`config.mk`:
```
export PLATFORM = sky130hd
export DESIGN_NAME = ram_sp_lanes
export DESIGN_NICKNAME = d
export VERILOG_FILES = /design/src/rtl/ram_sp_lanes.sv
export SDC_FILE = /design/constraint.sdc
export NUM_CORES = 1
export LEC_CHECK = 0
export BUFFER_PORTS_ARGS = -buffer_cell sky130_fd_sc_hd__buf_2
export CORE_MARGIN = 2
export CORE_UTILIZATION = 47
export CTS_CLUSTER_SIZE = 14
export DETAILED_ROUTE_END_ITERATION = 10
export PLACE_DENSITY = 0.72
export RECOVER_POWER = 50
export SETUP_SLACK_MARGIN = 0.15
export SYNTH_ARGS = -nofsm -noshare
export SYNTH_HDL_FRONTEND = slang
export SYNTH_SLANG_ARGS = --single-unit
```
`constraint.sdc`:
```
create_clock -name CLK -period 2.4 [get_ports CLK]
set_input_delay 0.12 -clock CLK [delete_from_list [all_inputs] [get_ports CLK]]
set_output_delay 0.12 -clock CLK [all_outputs]
set_load 0.005 [all_outputs]
```
`src/rtl/ram_sp_lanes.sv`:
```
// ram_sp_lanes: parametrised single-port synchronous RAM with per-lane write enables,
// an AND-mask on write/clear/read data, and a clear engine that sweeps every word to
// CLR_VAL after reset or on request.
//
// Parameters
//   AW       address width, depth = 1<<AW words
//   DW       data width (must be a multiple of LW)
//   LW       write-lane width, NL = DW/LW lanes
//   MASK     AND-mask applied to write data, clear data and read data
//   CLR_VAL  word written to every location by the clear engine
//
// Ports
//   CLK        clock, all logic on posedge
//   RST        synchronous active-high reset
//   EN         access enable
//   WR         1 = write, 0 = read (when EN=1)
//   A          word address
//   D          write data
//   BE         lane write enables, bit i covers D[i*LW +: LW]
//   CLR        full-memory clear request (level, sampled each edge)
//   Q          registered read data
//   QV         1-cycle pulse: Q was updated by a read on this edge
//   BUSY       clear engine active; accesses are not performed
//   DROP       1-cycle pulse: an EN access was discarded because of BUSY
//   dbg_state  current FSM state (0 = CLEAR, 1 = IDLE)
//
// Handshake: the master presents EN/WR/A/D/BE for one cycle; the access is taken on the
// next posedge unless BUSY is high, in which case it is discarded and DROP pulses. A read
// returns Q with QV high right after the edge that sampled A; there is no back-pressure.

module ram_sp_lanes #(
    parameter int              AW      = 4,
    parameter int              DW      = 8,
    parameter int              LW      = 4,
    parameter logic [DW-1:0]   MASK    = {DW{1'b1}},
    parameter logic [DW-1:0]   CLR_VAL = '0
) (
    input  logic               CLK,
    input  logic               RST,
    input  logic               EN,
    input  logic               WR,
    input  logic [AW-1:0]      A,
    input  logic [DW-1:0]      D,
    input  logic [DW/LW-1:0]   BE,
    input  logic               CLR,
    output logic [DW-1:0]      Q,
    output logic               QV,
    output logic               BUSY,
    output logic               DROP,
    output logic               dbg_state
);

    localparam int NL    = DW / LW;
    localparam int DEPTH = 1 << AW;

    if (DW % LW != 0) begin : g_lane_check
        $error("ram_sp_lanes: DW must be a multiple of LW");
    end

    typedef enum logic {
        S_CLEAR = 1'b0,
        S_IDLE  = 1'b1
    } state_t;

    state_t          state;
    state_t          state_nxt;
    logic [AW-1:0]   ptr;
    logic [AW-1:0]   ptr_nxt;
    logic            qv_nxt;
    logic            drop_nxt;
    logic            rd_en;
    logic            mem_we;
    logic [AW-1:0]   mem_addr;
    logic [DW-1:0]   mem_wdata;
    logic [NL-1:0]   lane_we;

    logic [DW-1:0]   mem [DEPTH];

    assign BUSY      = (state == S_CLEAR);
    assign dbg_state = state;

    // Next-state and access decode. Nothing touches the memory on a reset edge, so an
    // in-flight write coinciding with RST is lost rather than half-performed.
    always_comb begin
        state_nxt = state;
        ptr_nxt   = ptr;
        qv_nxt    = 1'b0;
        drop_nxt  = 1'b0;
        rd_en     = 1'b0;
        mem_we    = 1'b0;
        mem_addr  = A;
        mem_wdata = D & MASK;
        lane_we   = BE;

        if (!RST) begin
            case (state)
                S_CLEAR: begin
                    // Any access arriving during the sweep is discarded and flagged.
                    drop_nxt = EN;
                    if (CLR) begin
                        // Restart request: the current pointer is not written this edge.
                        ptr_nxt = '0;
                    end else begin
                        mem_we    = 1'b1;
                        mem_addr  = ptr;
                        mem_wdata = CLR_VAL & MASK;
                        lane_we   = '1;
                        ptr_nxt   = ptr + 1'b1;
                        if (&ptr) begin
                            state_nxt = S_IDLE;
                        end
                    end
                end

                S_IDLE: begin
                    // The access on a CLR edge is still serviced; the sweep begins next edge.
                    if (EN) begin
                        if (WR) begin
                            mem_we = 1'b1;
                        end else begin
                            rd_en  = 1'b1;
                            qv_nxt = 1'b1;
                        end
                    end
                    if (CLR) begin
                        state_nxt = S_CLEAR;
                        ptr_nxt   = '0;
                    end
                end

                default: begin
                    state_nxt = S_CLEAR;
                    ptr_nxt   = '0;
                end
            endcase
        end
    end

    // Control and output registers.
    always_ff @(posedge CLK) begin
        if (RST) begin
            state <= S_CLEAR;
            ptr   <= '0;
            Q     <= '0;
            QV    <= 1'b0;
            DROP  <= 1'b0;
        end else begin
            state <= state_nxt;
            ptr   <= ptr_nxt;
            QV    <= qv_nxt;
            DROP  <= drop_nxt;
            if (rd_en) begin
                Q <= mem[A] & MASK;
            end
        end
    end

    // Storage array: contents are deliberately not reset, the clear engine initialises them.
    always_ff @(posedge CLK) begin
        if (mem_we) begin
            for (int i = 0; i < NL; i++) begin
                if (lane_we[i]) begin
                    mem[mem_addr][i*LW +: LW] <= mem_wdata[i*LW +: LW];
                end
            end
        end
    end

endmodule
```
* Word-level counts from Yosys, hierarchy flattened *
Memories as Yosys holds them, arrays and structs flattened. A register that Yosys moved wholly into a read port is not among the register bits.
Cells that the tools add are included.

operators by class
  reduce and logical (&&, ||, !) cells = 2
  equal/unequal tests = 1
  add/sub/neg operators = 1
  bitwise operators = 1
  muxes and demuxes = 30

operators by type and width
  cell                 count
  $mux 8               3
  $mux 4               5
  $mux 1               16
  $pmux 4 s2           1
  $mux 2               3
  $add 4x1->4 const B  1
  $pmux 1 s2           2
  $reduce_and 4->1     1
  $ne 2x2->1 const B   1
  $reduce_or 2->1      1
  $not 1->1            1

storage, ports and cells
  word-level logic and storage cells = 40
  bits of input ports = 19
  memories kept = 1
  bits in writable memories = 128
  bits in registers = 7

memories
  name  words  width  rd ports  clocked after memory_dff  wr ports  line  RTL
  mem   16     8      1         1                         1         77    logic [DW-1:0] mem [DEPTH];

* Logic depth before layout (Yosys ltp) *
Gate-level depths: netlist of run 1.

  word-level depth = 6
  gate-level depth with buffers = 6
  mapped depth without buffers = 4

* Worst setup path before layout of run 1 *
OpenSTA, ideal clock, no wires.

  kind = flip-flop to flip-flop
  start = register state (netlist: dbg_state)
  end = memory mem[5][0] (enable)
  data required time = 2.071 ns
  arrival time = 1.469 ns
  setup time = 0.329 ns
  path slack = 0.602 ns
  stages on the path, launching flop included = 5
  clock period less this slack = 1.798 ns
  path through = dfxtp_1 -> nor3_4 -> mux2_2 -> nand2b_1 -> nor2_1

on the way
  cells in the longest elaborated chain, start to end = 5
  elaborated cells on any way between the ends = 10
  classes of those cells = mux (9); bitwise (1)

RTL lines
  item                                  line     RTL
  start: declaration                    65       state_t state;
  start signal: assignment              148      state <= state_nxt;
  $not 1->1 or $mux 2 (tied branches)   -
  $pmux 1 s2 or $mux 2 (tied branches)  96, 95
  $mux 1, on equally long branches      95, 162
  $mux 1                                160      if (mem_we) begin
  $mux 1 (implied by the code)          163      mem[mem_addr][i*LW +: LW] <= mem_wdata[i*LW +: LW];
  end: declaration                      77

Several ways; a longest one is shown, not always the timed one.

* Worst setup path in the final report of run 1 *
  start = register state (netlist: dbg_state)
  end = register Q[3] (read register of mem)

on the way
  cells in the longest elaborated chain, start to end = 2

RTL lines
  item                  line  RTL
  $mux 1 (2 in series)  -
  net rd_en             71    logic rd_en;
  end: declaration      46    output logic [DW-1:0] Q,

The timed path passes the listed nets, and every way through them passes these cells.
A chain may end at the register's enable or synchronous reset.

==> flow_summary.json, run 1 <==
{
  "fin_util_pct": 55.9,
  "status": "complete, no violations",
  "r2r-end": "Q[3]$_SDFFE_PP0P_",
  "ys.warnings.count": 0,
  "synth_top_area_share_pct": 65.6,
  "r2r_slack_ns": 0.28,
  "insertion_delay_ns": 0.41,
  "synth_top_area_cell": "edfxtp_1",
  "synth_compound_area_share_pct": 3.65,
  "worst_pin_slew_ns": 1.24,
  "place_inst": 535,
  "fin_cells": 568,
  "dp_hpwl_um": 8010,
  "power_density_nw_per_um2": 807,
  "start_kind": "register",
  "maxCapViolCount": 0,
  "regArea_um2": 4140,
  "period_needed_ns": 2.12,
  "vias": 3207,
  "pre_cts_ws_ns": 0.319,
  "crit_start": "dbg_state$_SDFF_PP0_",
  "synth_xor_xnor_area_share_pct": 0.448,
  "io_buffers": 30,
  "clk_pin_slew_ns": 0.05,
  "cts_tree": "done",
  "syn2layout_area_growth_pct": 15.6,
  "floorplan.rows": 40,
  "grt_pass1_wl_um": 18400,
  "finalNetCount": 407,
  "fp.dieW_um": 116,
  "synth_top_family_by_area": "multiplexers",
  "cp-end-kind": "register",
  "cp.arrival_ns": 2.47,
  "cts_buffer_depth": 2,
  "syn_area_per_cell_um2": 17.1,
  "avgRoutedWirePerCell_um": 20.7,
  "r2r_cells": 6,
  "synth_fa_ha_area_share_pct": 0.214,
  "clock_sinks": 143,
  "min_period_over_period_pct": 88.3,
  "setup_tns_ns": 0,
  "required_ns": 2.75,
  "synthTopCellsByArea": "edfxtp_1 66%, mux4_2 7.3%, dfxtp_1 5.1%, mux2i_1 4.4%, nor2_1 2.7%",
  "synthFlopType": "edfxtp_1",
  "synthCells": 343,
  "slew_headroom_pct": 17.4,
  "worstSetupEndpoint": "Q[3]$_SDFFE_PP0P_",
  "die_area_um2": 13400,
  "grt_setup_unrepaired": "no",
  "synthDistinctLibCells": 37,
  "io_pins": 31,
  "cpMaxStageDelayCell": "a2111oi_0",
  "cts_buffers": 17,
  "path_cells": "buf_4, and4bb_1, nand2_1, clkbuf_1, a2111oi_0, a221o_1",
  "seq_area_frac_synth_pct": 70.7,
  "ys_ff_latch": 143,
  "rr_startpoint": "dbg_state$_SDFF_PP0_",
  "first_iter_violations": 233,
  "peakVddDrop_uv": 620,
  "critPathMaxStageDelay_ns": 0.56,
  "nFillCells": 963,
  "setup_violations": 0,
  "grt_overflow_total": 0,
  "synth-simple-area-share_pct": 8.71,
  "drtAntennaViolNets": 0,
  "clock_skew_ns": 0.00555,
  "viasPerCell": 5.65,
  "route.detailed.drc": 0,
  "place.gp.congestion": 0.828,
  "grt.total_usage_pct": 19.0,
  "initial_core_util_pct": 48.4,
  "synth_area_um2": 5860,
  "hold_path.class": "primary input to register",
  "route.final.wire_length_um": 11800,
  "grt_max_degree": 25,
  "antenna_found_initial": 0,
  "async_reset_ff_share_pct": 0,
  "multi_input_area_um2": 1620,
  "postCtsResizedCells": 0,
  "worst-setup-path-type": "register to register",
  "hold_viol_final": 0,
  "die_h_um": 116,
  "htreeDepth": 4,
  "p_leak_nw": 2.29,
  "core_um2": 12100,
  "setup_slack_ns": 0.282,
  "cts_hold_buf": 1,
  "synth_edf_count": 128,
  "cp_max_fo": 13,
  "clk_root_buffer_cell": "clkbuf_16",
  "cts_setup_buffers": 0,
  "slew_viol_final": 0,
  "synth_mux_area_share_pct": 14.6,
  "synth_nets": 363,
  "fmax_mhz": 472,
  "grt_pass1_vias": 3244,
  "layout-drive-gt1-share_pct": 22.0,
  "firstDrtPassIters": 6,
  "antenna-diode-count": 0
}
[cell usage in the layout, fill, tap and decap left out, types with 3 or more instances in the layout]
| cell | synthesis | layout |
|---|---|---|
| mux4_1 | 5 | 5 |
| dfxtp_1 | 15 | 15 |
| nand4_1 | 3 | 3 |
| nor2_1 | 42 | 42 |
| clkbuf_8 | 0 | 4 |
| nand2_1 | 11 | 11 |
| mux2i_1 | 26 | 26 |
| a31oi_1 | 3 | 3 |
| nor2b_1 | 19 | 19 |
| buf_4 | 1 | 7 |
| edfxtp_1 | 128 | 128 |
| clkbuf_1 | 2 | 11 |
| nand3_1 | 7 | 7 |
| o2111ai_1 | 6 | 6 |
| nand2b_1 | 8 | 8 |
| o211ai_1 | 6 | 6 |
| buf_2 | 9 | 26 |
| clkbuf_16 | 0 | 17 |
| mux4_2 | 19 | 19 |
[cell families after synthesis]
group,count (synthesis)
buf+inv,18
flops,143
fa+ha+maj,1
xor+xnor,3
mux,53
simple gates,99
compound gates,26
[worst min-delay path by stage]
stage	start	to	slack, ns	depth (start not counted)
after floorplan	EN	DROP$_SDFF_PP0_	0.29	1
after global placement	EN	DROP$_SDFF_PP0_	0.43	2
after detailed placement	EN	DROP$_SDFF_PP0_	0.43	2
after CTS	RST	DROP$_SDFF_PP0_	0.02	2
after global routing	RST	DROP$_SDFF_PP0_	0.04	2
final	RST	DROP$_SDFF_PP0_	0.03	2
[critical path, delay by kind of cell, from the launching register on]
family,cells,cell delay (ns)
flops,1,0.36
simple gates,2,0.46
compound gates,2,0.76
buf+inv,2,0.47
[registers in the layout (all words and copies together), names as in the netlist]
name and cells:
Q 8, mem 128, ptr 4, dbg_state 1, DROP 1, QV 1
[Yosys cell counts (all sizes together), types with 3 or more instances]
cell and number:
mux2i 26, nand4 3, mux4 24, o2111ai 6, buf 13, nand2 11, a21oi 3, nand2b 10
nor2b 19, a31oi 3, o211ai 6, nor2 42, edfxtp 128, clkbuf 3, dfxtp 15, nand3 7
mux2 3
[layer usage]
metal | vias up | global-route usage (%) | part of all wire (%)
met3 | 20 | 4.50 | 5.3
met5 | - | 0 | 0
li1 | 1444 | - | -
met4 | 0 | 7.62 | 2.8
met1 | 1635 | 26.6 | 43
met2 | 108 | 29.0 | 48
[cell type report]
| cell class | instances | share of cell area, % |
|---|---|---|
| well taps | 168 | 3.10 |
| flip-flops and latches | 143 | 61.2 |
| multi-input cells | 182 | 23.9 |
| clock inverters | 6 | 0.868 |
| clock buffers | 26 | 7.37 |
| repair buffers | 41 | 3.47 |
| inverters | 2 | 0.111 |
[metrics by stage]
| step | cell area (um2) | hold WS, ns | total power, mW |
|---|---|---|---|
| floorplan | 5860 | 0.286 | 2.98 |
| global placement | 6220 | 0.433 | 3.07 |
| detailed placement | 6220 | 0.432 | 3.07 |
| CTS | 6780 | 0.0245 | 5.49 |
| global route | 6770 | 0.0394 | 5.63 |
| finish | 6770 | 0.0306 | 5.47 |
[power breakdown]
part / internal [mW] / switching (mW)
Combinational: 0.103 / 0.168
Clock: 1.53 / 0.915
Sequential: 2.74 / 0.00795
No activity file was read; power rests on OpenSTA's default activity.
==> inputs of run 2 (changes only) <==
--- a/config.mk
+++ b/config.mk
@@ -6,6 +6,7 @@
 export NUM_CORES = 1
 export LEC_CHECK = 0
 export BUFFER_PORTS_ARGS = -buffer_cell sky130_fd_sc_hd__buf_2
+export CORE_ASPECT_RATIO = 0.7
 export CORE_MARGIN = 2
 export CORE_UTILIZATION = 47
 export CTS_CLUSTER_SIZE = 14
==> run 2 against run 1 <==
  * Sequential share of layout area grew 0.83 points
  * Sequential cell count is the same
  * Worst setup slack better by 0.0086 ns
  * Die area increased by 0.10%
  * Global-route usage up 1.0 points
  * Combinational power down 1%
  * Critical path type unchanged
  * First-iteration DRC count increased by 25%
  * Sequential power is essentially flat
  * Cell count decreased by 0.88%
  * Worst hold slack better by 0.0051 ns
  * Count of clock-buffer cells in the layout fell by 4
  * Clock power decreased by 9.4%
==> flow_summary.json, run 2 (synthesized netlist as in run 1, its figures left out) <==
{
  "io_buffers": 30,
  "start_kind": "register",
  "clock_sinks": 143,
  "slew_headroom_pct": 16.6,
  "setup_violations": 0,
  "worst_pin_slew_ns": 1.25,
  "fin_util_pct": 54.4,
  "switching_share_pct": 20.9,
  "setup_tns_ns": 0,
  "dp_hpwl_um": 8070,
  "floorplan.rows": 34,
  "min_period_over_period_pct": 87.9,
  "core_um2": 12300,
  "grt_pass1_vias": 3229,
  "cp_max_fo": 16,
  "pwr-share-clk_pct": 42.3,
  "antenna-diode-count": 0,
  "fp.dieW_um": 137,
  "final_common_cell": "edfxtp_1",
  "clk_pin_slew_ns": 0.05,
  "fmax_mhz": 474,
  "route.final.wire_length_um": 12000,
  "peakVddDrop_uv": 613,
  "grt.total_usage_pct": 20.0,
  "io_pins": 31,
  "largest_reg_flops": 128,
  "grt_setup_unrepaired": "no",
  "htreeDepth": 4,
  "firstDrtPassIters": 4,
  "die_h_um": 97.4,
  "insertion_delay_ns": 0.42,
  "top_regs": "mem (128), Q (8), ptr (4)",
  "period_needed_ns": 2.11,
  "grt_overflow_total": 0,
  "required_ns": 2.44,
  "viasPerCell": 5.69,
  "initial_core_util_pct": 47.7,
  "finalPower_mw": 5.23,
  "first_iter_violations": 292,
  "cts_buffers": 17,
  "route.detailed.drc": 0,
  "cp-end-kind": "register",
  "place.gp.congestion": 0.809,
  "finalNetCount": 408,
  "maxCapViolCount": 0,
  "worst-setup-path-type": "register to register",
  "hold_path.class": "primary input to register",
  "die_area_um2": 13400,
  "cp.arrival_ns": 2.15,
  "place_inst": 530,
  "power_frac_seq_pct": 52.6,
  "p_leak_nw": 2.26,
  "switching_power_mw": 1.10,
  "status": "complete, no violations",
  "final_cell_mix": "128 x edfxtp_1, 42 x nor2_1, 26 x mux2i_1, 24 x buf_2, 19 x mux4_2",
  "grt_pass1_wl_um": 19100,
  "clock_skew_ns": 0.00553,
  "p_comb_share_pct": 5.1,
  "antenna_found_initial": 0,
  "regMostFlops": "mem",
  "vias": 3205,
  "drtAntennaViolNets": 0,
  "syn2layout_area_growth_pct": 14.1,
  "intPower_mw": 4.13,
  "grt_max_degree": 21,
  "slew_viol_final": 0,
  "cts_buffer_depth": 2,
  "fin_cells": 563,
  "hold_viol_final": 0,
  "avgRoutedWirePerCell_um": 21.3,
  "clk_root_buffer_cell": "clkbuf_16",
  "layout-drive-gt1-share_pct": 21.7,
  "power_density_nw_per_um2": 782,
  "cts_tree": "done"
}
## run 2: cell count changes in the layout (fill, tap and decap cells not counted), moves of 3 or more
cell      previous run  this run
clkbuf_8             4         0
clkinv_1             1         4
clkbuf_2             0         3
clkinv_2             2         5
## run 2: area by class of cell
| cell class | instances | area [um2] |
|---|---|---|
| fill | 962 | 5610 |
| sequential | 143 | 4150 |
| multi-input combinational | 182 | 1600 |
| clock buffer | 22 | 444 |
| timing repair buffer | 42 | 231 |
| tap | 162 | 203 |
| clock inverter | 10 | 47.5 |
| inverter | 2 | 7.51 |
## run 2: final timing paths
kind                        start                   to  slack [ns]  cells after the start
max          dbg_state$_SDFF_PP0_  mem[3][0]$_DFFE_PP_        0.29                      3
min                           RST      DROP$_SDFF_PP0_        0.04                      2
max reg2reg  dbg_state$_SDFF_PP0_  mem[3][0]$_DFFE_PP_        0.29                      3
min reg2reg     Q[0]$_SDFFE_PP0P_    Q[0]$_SDFFE_PP0P_        0.47                      2
## run 2: power by group through the flow
stage                     clock network (mW)  logic (mW)  registers, mW
after global placement                     0       0.262           2.80
after floorplan                            0       0.182           2.80
after global routing                    2.34       0.291           2.75
after CTS                               2.23       0.270           2.75
after detailed placement                   0       0.268           2.80
final                                   2.21       0.267           2.75
## run 2: through the flow
| step | area (um2) | hold WS [ns] | worst slack [ns] |
|---|---|---|---|
| after global routing | 6680 | 0.0447 | 0.140 |
| final | 6680 | 0.0356 | 0.290 |
| after global placement | 6200 | 0.436 | 0.296 |
| after CTS | 6710 | 0.0219 | 0.173 |
| after detailed placement | 6200 | 0.433 | 0.244 |
| after floorplan | 5860 | 0.286 | 0.602 |
## run 2: repair_timing
action                                  CTS  global route
endpoints found under the hold margin     1             0
resized for setup                         0             4
hold buffers                              1             0
endpoints found under the setup margin    0           139
buffers inserted                          0             0
## run 2: critical path, stage by stage, from the launching register on
cell and delay (ns):
dfxtp_2 0.49, nor3_4 0.06, clkbuf_2 0.20, nor2b_1 0.98
## run 2: per-layer routing
layer / wire (um) / vias to the layer above / track usage [%] / share of wire, %
met5: 0 / - / 0 / 0
met4: 194 / 0 / 7.06 / 1.6
met3: 1090 / 17 / 5.58 / 9.1
met2: 5250 / 127 / 27.2 / 44
met1: 5460 / 1618 / 30.9 / 46
li1: - / 1443 / - / -
